<file path="src/rtl/team_06_pb_event_unit_if.sv">
// Key-event handshake bundle between the pushbutton front end and its consumer.
//   key_valid : buffer holds an unconsumed press event        (producer -> consumer)
//   key_code  : index of the buffered press, valid with key_valid (producer -> consumer)
//   key_ovf   : sticky flag, a press event was dropped          (producer -> consumer)
//   key_ack   : consumer pops the buffered event                (consumer -> producer)
//   ovf_clr   : consumer clears key_ovf                         (consumer -> producer)
interface team_06_pb_event_unit_if #(
   parameter int KEY_W = 5
);
   logic             key_valid;
   logic [KEY_W-1:0] key_code;
   logic             key_ovf;
   logic             key_ack;
   logic             ovf_clr;

   modport master (
      output key_valid,
      output key_code,
      output key_ovf,
      input  key_ack,
      input  ovf_clr
   );

   modport slave (
      input  key_valid,
      input  key_code,
      input  key_ovf,
      output key_ack,
      output ovf_clr
   );
endinterface

</file>
<file path="src/rtl/team_06_pb_event_unit.sv">
// Pushbutton front end: two-flop synchroniser and per-channel debounce for
// NUM_PB raw buttons, one-cycle press/release pulses, and a one-entry key-event
// buffer holding the lowest-index new press with a sticky overflow flag.
// Ports:
//   hwclk    : system clock, all logic on posedge
//   reset    : synchronous active-high reset, dominates every input
//   pb       : raw asynchronous button levels, 1 = pressed
//   pb_clean : debounced levels
//   pb_rise  : one-cycle pulse per channel on an accepted press
//   pb_fall  : one-cycle pulse per channel on an accepted release
//   key_bus  : key-event handshake (key_valid/key_code/key_ovf out, key_ack/ovf_clr in)
module team_06_pb_event_unit #(
   parameter  int NUM_PB    = 21,
   parameter  int DB_CYCLES = 4,
   localparam int KEY_W     = (NUM_PB > 1) ? $clog2(NUM_PB) : 1,
   localparam int CNT_W     = $clog2(DB_CYCLES)
) (
   input  logic                 hwclk,
   input  logic                 reset,
   input  logic [NUM_PB-1:0]    pb,
   output logic [NUM_PB-1:0]    pb_clean,
   output logic [NUM_PB-1:0]    pb_rise,
   output logic [NUM_PB-1:0]    pb_fall,
   team_06_pb_event_unit_if.master key_bus
);

   logic [NUM_PB-1:0] s1;
   logic [NUM_PB-1:0] s2;
   logic [CNT_W-1:0]  cnt [NUM_PB];
   logic [NUM_PB-1:0] accept;

   logic              new_evt;
   logic              multi;
   logic              drop;
   logic [KEY_W-1:0]  idx;

   // A channel accepts its new level on the DB_CYCLES-th consecutive
   // disagreeing sample; any matching sample in between restarts the count.
   always_comb begin
      accept = '0;
      for (int i = 0; i < NUM_PB; i++) begin
         accept[i] = (s2[i] != pb_clean[i]) && (cnt[i] == CNT_W'(DB_CYCLES - 1));
      end
   end

   always_ff @(posedge hwclk) begin
      if (reset) begin
         s1       <= '0;
         s2       <= '0;
         pb_clean <= '0;
         pb_rise  <= '0;
         pb_fall  <= '0;
         for (int i = 0; i < NUM_PB; i++) begin
            cnt[i] <= '0;
         end
      end else begin
         s1       <= pb;
         s2       <= s1;
         pb_clean <= (pb_clean & ~accept) | (s2 & accept);
         pb_rise  <= accept & s2;
         pb_fall  <= accept & ~s2;
         for (int i = 0; i < NUM_PB; i++) begin
            if ((s2[i] == pb_clean[i]) || accept[i]) begin
               cnt[i] <= '0;
            end else begin
               cnt[i] <= cnt[i] + CNT_W'(1);
            end
         end
      end
   end

   // Lowest set bit of pb_rise wins; scanning downwards leaves the lowest index last.
   always_comb begin
      idx = '0;
      for (int i = NUM_PB - 1; i >= 0; i--) begin
         if (pb_rise[i]) begin
            idx = KEY_W'(i);
         end
      end
   end

   assign new_evt = |pb_rise;
   // Clearing the lowest set bit leaves something only when two or more bits are set.
   assign multi   = |(pb_rise & (pb_rise - NUM_PB'(1)));
   assign drop    = new_evt && ((key_bus.key_valid && !key_bus.key_ack) || multi);

   always_ff @(posedge hwclk) begin
      if (reset) begin
         key_bus.key_valid <= 1'b0;
         key_bus.key_code  <= '0;
         key_bus.key_ovf   <= 1'b0;
      end else begin
         // An ack in the same cycle as a new press frees the slot for it directly.
         if (new_evt && (!key_bus.key_valid || key_bus.key_ack)) begin
            key_bus.key_valid <= 1'b1;
            key_bus.key_code  <= idx;
         end else if (!new_evt && key_bus.key_ack && key_bus.key_valid) begin
            key_bus.key_valid <= 1'b0;
         end

         // A drop in the same cycle as ovf_clr keeps the flag set.
         if (drop) begin
            key_bus.key_ovf <= 1'b1;
         end else if (key_bus.ovf_clr) begin
            key_bus.key_ovf <= 1'b0;
         end
      end
   end

endmodule

</file>
<file path="src/flat_wrapper.sv">
// flat-port wrapper written by rule: the top's interface ports become plain ports
module team_06_pb_event_unit_flat 
#(
   parameter  int NUM_PB    = 21,
   parameter  int DB_CYCLES = 4,
   localparam int KEY_W     = (NUM_PB > 1) ? $clog2(NUM_PB) : 1,
   localparam int CNT_W     = $clog2(DB_CYCLES)
)
  (hwclk, reset, pb, pb_clean, pb_rise, pb_fall, key_bus_key_valid, key_bus_key_code, key_bus_key_ovf, key_bus_key_ack, key_bus_ovf_clr);
  team_06_pb_event_unit_if #(.KEY_W(5)) key_bus_i ();
  input  logic hwclk;
  input  logic reset;
  input  logic [NUM_PB-1:0] pb;
  output logic [NUM_PB-1:0] pb_clean;
  output logic [NUM_PB-1:0] pb_rise;
  output logic [NUM_PB-1:0] pb_fall;
  output wire logic [$bits(key_bus_i.key_valid)-1:0] key_bus_key_valid;
  output wire logic [$bits(key_bus_i.key_code)-1:0] key_bus_key_code;
  output wire logic [$bits(key_bus_i.key_ovf)-1:0] key_bus_key_ovf;
  input wire logic [$bits(key_bus_i.key_ack)-1:0] key_bus_key_ack;
  input wire logic [$bits(key_bus_i.ovf_clr)-1:0] key_bus_ovf_clr;
  assign key_bus_key_valid = key_bus_i.key_valid;
  assign key_bus_key_code = key_bus_i.key_code;
  assign key_bus_key_ovf = key_bus_i.key_ovf;
  assign key_bus_i.key_ack = key_bus_key_ack;
  assign key_bus_i.ovf_clr = key_bus_ovf_clr;
  team_06_pb_event_unit #(.NUM_PB(NUM_PB), .DB_CYCLES(DB_CYCLES)) u_core (.hwclk(hwclk), .reset(reset), .pb(pb), .pb_clean(pb_clean), .pb_rise(pb_rise), .pb_fall(pb_fall), .key_bus(key_bus_i));
endmodule
</file>
<file path="config.mk">
export PLATFORM = sky130hd
export DESIGN_NAME = team_06_pb_event_unit_flat
export DESIGN_NICKNAME = d
export VERILOG_FILES = /design/src/rtl/team_06_pb_event_unit_if.sv /design/src/rtl/team_06_pb_event_unit.sv /design/src/flat_wrapper.sv
export SDC_FILE = /design/constraint.sdc
export NUM_CORES = 1
export LEC_CHECK = 0
export ABC_AREA = 1
export BUFFER_PORTS_ARGS = -buffer_cell sky130_fd_sc_hd__buf_2
export CAP_MARGIN = 10
export CELL_PAD_IN_SITES_DETAIL_PLACEMENT = 0
export CELL_PAD_IN_SITES_GLOBAL_PLACEMENT = 1
export CORE_ASPECT_RATIO = 1.25
export CORE_MARGIN = 1
export CORE_UTILIZATION = 42
export CTS_BUF_LIST = sky130_fd_sc_hd__clkbuf_16
export CTS_CLUSTER_DIAMETER = 30
export DETAILED_ROUTE_END_ITERATION = 10
export MAX_ROUTING_LAYER = met4
export PLACE_DENSITY_LB_ADDON = 0.2
export SLEW_MARGIN = 25
export SYNTH_ARGS = -nofsm -noshare
export SYNTH_HDL_FRONTEND = slang
export SYNTH_SLANG_ARGS = --single-unit
</file>
<file path="constraint.sdc">
create_clock -name hwclk -period 1.7 [get_ports hwclk]
set_input_delay 0.17 -clock hwclk [delete_from_list [all_inputs] [get_ports hwclk]]
set_output_delay 0.17 -clock hwclk [all_outputs]
set_load 0.005 [all_outputs]
</file>
==> flow_metrics.tcl, run 1 <==
set metrics [dict create \
    status "finished clean" \
    pwr-share-comb 0.059 \
    yosysMostFrequentCell "inv_1" \
    total_power_mw 8.046 \
    power.density_nw_per_um2 1038 \
    finalCritPeriodShare 0.9126 \
    yosys.area_share.simple 0.1619 \
    clockPowerShare 0.447 \
    ir_worst_vdd_mv 0.6214 \
    grtUsageMet1 0.1922 \
    dr_total_vias 4705 \
    swShare 0.2213 \
    drv_cap 0 \
    internal_power_mw 6.266 \
    hold_viol 0 \
    worstPathRequired_ns 2.01 \
    final_nets 899 \
    pin_count 95 \
    firstDrtPassIters 4 \
    path_clk_slew_ns 0.06 \
    netlist_area_um2 5944 \
    die_w_um 108.4 \
    syn_inst 669 \
    synth_top_area_share 0.3772 \
    grt_max_degree 28 \
    r2r-start "u_core.pb_rise[6]" \
    drive_above_1_share 0.2044 \
    clock_latency_ns 0.42 \
    pre_cts_slack_ns 0.07639 \
    cts_buffers 17 \
    p_leak_nw 3.683 \
    overflow 0 \
    grt_use_total 0.1768 \
    seq_area_frac_synth 0.5893 \
    top_usage_layer "met2" \
    finClkSkew_ns 0.005006 \
    portBuffers 94 \
    drtIter0Drc 177 \
    period_needed_ns 1.551 \
    synthXorXnorAreaFrac 0 \
    wl_per_cell_um 11.27 \
    ys.flop_type "dfxtp_1" \
    synth_common_cells "inv_1 (145), dfxtp_1 (112), nor2_1 (108), a21oi_1 (53), nand2_1 (52)" \
    timing.fmax_mhz 644.5 \
    synth_area_per_cell_um2 8.886 \
    viasPerCell 4.520 \
    antenna_cells 0 \
    setup_viol 0 \
    synthAdderAreaFrac 0.04420 \
    die_h_um 135.0 \
    core-area_um2 13810 \
    start_kind "flop" \
    synth-edff-count 42 \
    cp-end-kind "flop" \
    cts_buffer_depth 2 \
    critPathMaxFanout 3 \
    critical_path_arrival_ns 1.86 \
    n_fill_cell 1281 \
    setup.worst_path.start "u_core.pb_rise[6]" \
    synth_top_family_by_area "simple AND/OR/NAND/NOR gates" \
    synth_area_leaders "dfxtp_1 (38%), edfxtp_1 (21%), inv_1 (9.2%)" \
    yosysWarningCount 0 \
    dpl.hpwl_um 8695 \
    final_core_util 0.5611 \
    clock-root-buffer "clkbuf_16" \
    worstHoldStart "key_bus_ovf_clr" \
    synth_compound_area_frac 0.1010 \
    drtAntennaViolNets 0 \
    fin_ws_ns 0.1485 \
    initial_utilization 0.4303 \
    gp_congestion 0.7835 \
    cts_tree "done" \
    antenna_found_initial 0 \
    synth_mux_area_frac 0 \
    grt_pass1_vias 4357 \
    grt_pass1_wl_um 19070 \
    gr-usage-met3 0.06371 \
    dieArea_um2 14640 \
    htree_levels 4 \
    pwr-share-seq 0.494 \
    async_flop_share 0 \
    syn_to_final_growth_pct 30.39 \
    hold_ws_ns 0.01985 \
    holdCritPathClass "primary input to flop" \
    synth_cell_types 27 \
    cts_sinks 154 \
    num_rows 48 \
    path_class "flop to flop" \
    wirelength_um 11730 \
    switching_power_mw 1.781 \
    post-route-drc-count 0 \
    synth-seq-cells 154 \
    slew_violations 0 \
    synth_area_leader_cell "dfxtp_1" \
    grtUsageMet2 0.2922 \
]
==> cell type report <==
cell class | count | area, um2 | area share
clock inverter | 13 | 100.1 | 0.01291
sequential | 154 | 3520 | 0.4541
inverter | 147 | 551.8 | 0.07119
clock buffer | 19 | 475.5 | 0.06134
tap | 175 | 219.0 | 0.02825
timing repair buffer | 136 | 853.3 | 0.1101
multi-input combinational | 397 | 2032 | 0.2621
==> cells by family (layout without fill, tap and decap cells) <==
| group | after synthesis | after routing |
|---|---|---|
| AOI/OAI and AO/OA | 113 | 113 |
| adders and majority gates | 21 | 21 |
| buffers and inverters | 159 | 315 |
| DFF | 154 | 154 |
| other | 1 | 42 |
| and+or+nand+nor | 221 | 221 |
==> per-stage QoR <==
| step | instances | cell area, um2 | setup TNS (ns) |
|---|---|---|---|
| 6_report | 1041 | 7751 | 0 |
| 5_1_grt | 1041 | 7751 | -0.01630 |
| 4_1_cts | 1037 | 7656 | 0 |
| 3_5_place_dp | 984 | 6870 | 0 |
| 3_3_place_gp | 984 | 6870 | 0 |
| 2_1_floorplan | 710 | 6098 | 0 |
==> what timing repair did <==
item | 4_1_cts | 5_1_grt
hold endpoints to repair | 21 | 0
hold buffers | 21 | 0
resized for setup | 0 | 30
setup buffers | 0 | 4
endpoints found under the setup margin | 0 | 5
==> power by group through the flow <==
stage,Combinational (mW),Sequential [mW],Clock [mW]
4_1_cts,0.470,3.98,3.70
3_3_place_gp,0.417,4.05,0
5_1_grt,0.555,3.99,3.85
6_report,0.473,3.98,3.60
3_5_place_dp,0.432,4.06,0
2_1_floorplan,0.287,4.04,0
==> path summary, 6_finish.rpt <==
kind,to,slack [ns],depth (start not counted)
hold reg to reg,u_core.s2[10],0.40,2
setup reg to reg,u_core.key_bus.key_ovf,0.15,12
hold / removal,u_core.key_bus.key_ovf,0.02,4
setup / recovery,u_core.key_bus.key_ovf,0.15,12
==> critical path, stage by stage, from the launching register on <==
cell	delay (ns)
dfxtp_4	0.36
nor2_4	0.12
nand2_2	0.10
nor2_4	0.14
inv_2	0.07
nor2_4	0.09
inv_2	0.05
nand2_2	0.04
nand4_1	0.09
a21oi_1	0.12
o21ai_1	0.07
o21ai_1	0.12
a21oi_1	0.07
==> placed cells by master, fill, tap and decap left out, types with 2 or more instances in the layout <==
| cell | count |
|---|---|
| dfxtp_1 | 103 |
| dfxtp_2 | 7 |
| nand2_1 | 50 |
| nand3_1 | 12 |
| a21oi_1 | 52 |
| buf_4 | 21 |
| dlygate4sd3_1 | 21 |
| nand2_2 | 4 |
| dfxtp_4 | 2 |
| nor4_1 | 21 |
| clkinv_4 | 2 |
| clkinv_2 | 4 |
| clkbuf_16 | 19 |
| clkinvlp_4 | 2 |
| edfxtp_1 | 42 |
| conb_1 | 42 |
| nor2_4 | 6 |
| o21ai_0 | 39 |
| o21ai_1 | 7 |
| buf_2 | 93 |
| ha_1 | 21 |
| nor2_2 | 8 |
| inv_2 | 4 |
| o211ai_1 | 10 |
| nor3_1 | 13 |
| inv_1 | 145 |
| nand4_1 | 3 |
| nor2_1 | 102 |
==> metal layers <==
metal  wire length [um]  vias to the layer above
li1                   -                     2467
met3                658                       21
met4                188                        0
met1               5146                     2125
met5                  0                        -
met2               5738                       92
No activity file was read; power rests on OpenSTA's default activity.
==> run 2, diff against run 1 <==
- GPL_TIMING_DRIVEN: default -> 0
- SLEW_MARGIN: 25 -> 20
==> flow_metrics.tcl, run 2 (synthesized netlist as in run 1, its figures left out) <==
set metrics [dict create \
    slew_violations 0 \
    viasPerCell 4.534 \
    cts_buffer_depth 2 \
    cts_buffers 17 \
    hold_ws_ns 0.1915 \
    cts_tree "done" \
    dieArea_um2 14640 \
    core-area_um2 13810 \
    ir_worst_vdd_mv 0.5498 \
    die_w_um 108.4 \
    drtIter0Drc 226 \
    hold_viol 0 \
    critPathMaxFanout 4 \
    antenna_found_initial 0 \
    finalNonFillerCells 1044 \
    drive_above_1_share 0.1979 \
    finClkSkew_ns 0.006107 \
    start_kind "flop" \
    syn_to_final_growth_pct 29.59 \
    period_needed_ns 1.666 \
    cp-end-kind "flop" \
    overflow 0 \
    critical_path_arrival_ns 1.96 \
    status "finished clean" \
    setup_viol 0 \
    worstPathRequired_ns 2.00 \
    wirelength_um 12700 \
    pin_count 95 \
    initial_utilization 0.4303 \
    dr_total_vias 4734 \
    dpl.hpwl_um 9109 \
    die_h_um 135.0 \
    grt_pass1_wl_um 20360 \
    p_leak_nw 3.626 \
    final_cell_mix "inv_1 (142), nor2_1 (105), dfxtp_1 (100)" \
    grt_use_total 0.1893 \
    antenna_cells 0 \
    timing.fmax_mhz 600.3 \
    htree_levels 4 \
    finalCritPeriodShare 0.9798 \
    grt_max_degree 17 \
    final_common_cell "inv_1" \
    gp_congestion 0.8217 \
    path_class "flop to flop" \
    firstDrtPassIters 5 \
    final_nets 902 \
    post-route-drc-count 0 \
    wl_per_cell_um 12.17 \
    portBuffers 94 \
    clock_latency_ns 0.41 \
    drv_cap 0 \
    power.density_nw_per_um2 1028 \
    slew_headroom 0.5274 \
    tightest_slew_ns 0.7089 \
    holdCritPathClass "primary input to flop" \
    grt_setup_unrepaired "true" \
    dp_cells 979 \
    drtAntennaViolNets 0 \
    clock-root-buffer "clkbuf_16" \
    cts_sinks 154 \
    num_rows 48 \
    path_clk_slew_ns 0.06 \
    grt_pass1_vias 4414 \
]
-- run 2: changes by cell type in the layout (fill, tap and decap cells not counted), moves of 3 or more --
| cell | before | now |
|---|---|---|
| buf_4 | 21 | 11 |
| clkbuf_1 | 0 | 7 |
| inv_6 | 0 | 6 |
| nor2_2 | 8 | 3 |
| buf_1 | 0 | 3 |
| dfxtp_1 | 103 | 100 |
| inv_1 | 145 | 142 |
| nor2_1 | 102 | 105 |
-- run 2: power by group --
part,internal [mW],total [mW],switching (mW)
combinational,0.199,0.491,0.292
clock,1.90,3.45,1.56
sequential,3.90,3.97,0.0724
-- run 2: area by class of cell --
| class | count | area [um2] |
|---|---|---|
| repair buffers | 127 | 773.2 |
| flip-flops and latches | 154 | 3526 |
| clock inverters | 15 | 117.6 |
| inverters | 147 | 551.8 |
| fillers | 1325 | 6110 |
| clock buffers | 17 | 425.4 |
| multi-input cells | 397 | 2031 |
| well taps | 175 | 219.0 |
| plain buffers | 12 | 60.06 |
-- run 2: critical path, cell delays in order, from the launching register on --
cell and delay [ns]:
dfxtp_1 0.36, nor2_1 0.16, inv_2 0.08, nor2_1 0.09, inv_1 0.06, nor2_2 0.09
nand3_1 0.11, o21ai_0 0.21, nand4_1 0.12, o21ai_1 0.18, a21oi_1 0.08
-- run 2: final timing paths --
path,depth (start not counted),start,end,slack (ns)
hold / removal,4,key_bus_key_ack,u_core.key_bus.key_valid,0.19
setup / recovery,10,u_core.pb_rise[9],u_core.key_bus.key_ovf,0.03
setup reg to reg,10,u_core.pb_rise[9],u_core.key_bus.key_ovf,0.03
hold reg to reg,2,u_core.s1[0],u_core.s2[0],0.40
-- run 2: per-layer routing --
layer	GRT usage	up-vias	routed length, um
met5	-	-	0
met3	0.04826	9	597
met1	0.2094	2146	5426
li1	-	2478	-
met4	0.06607	0	114
met2	0.3267	101	6562
-- run 2: per-stage QoR --
| step | utilization | cell area, um2 | setup TNS [ns] | worst slack (ns) | total power [mW] |
|---|---|---|---|---|---|
| 6_report | 0.5577 | 7704 | 0 | 0.03427 | 7.920 |
| 5_1_grt | 0.5577 | 7704 | -0.1382 | -0.1382 | 8.256 |
| 4_1_cts | 0.5522 | 7627 | 0 | 0.01190 | 8.003 |
| 3_5_place_dp | 0.4914 | 6788 | -0.7297 | -0.08585 | 4.502 |
| 3_3_place_gp | 0.4914 | 6788 | -0.2559 | -0.04124 | 4.482 |
| 2_1_floorplan | - | 6098 | 0 | 0.2242 | 4.331 |
-- run 2: repair_timing --
action,CTS,global route
endpoints found under the setup margin,4,5
gates resized for setup,11,20
hold endpoints to repair,22,0
pin swaps,8,6
buffers inserted,7,4
hold buffers,22,0
cloned,0,0
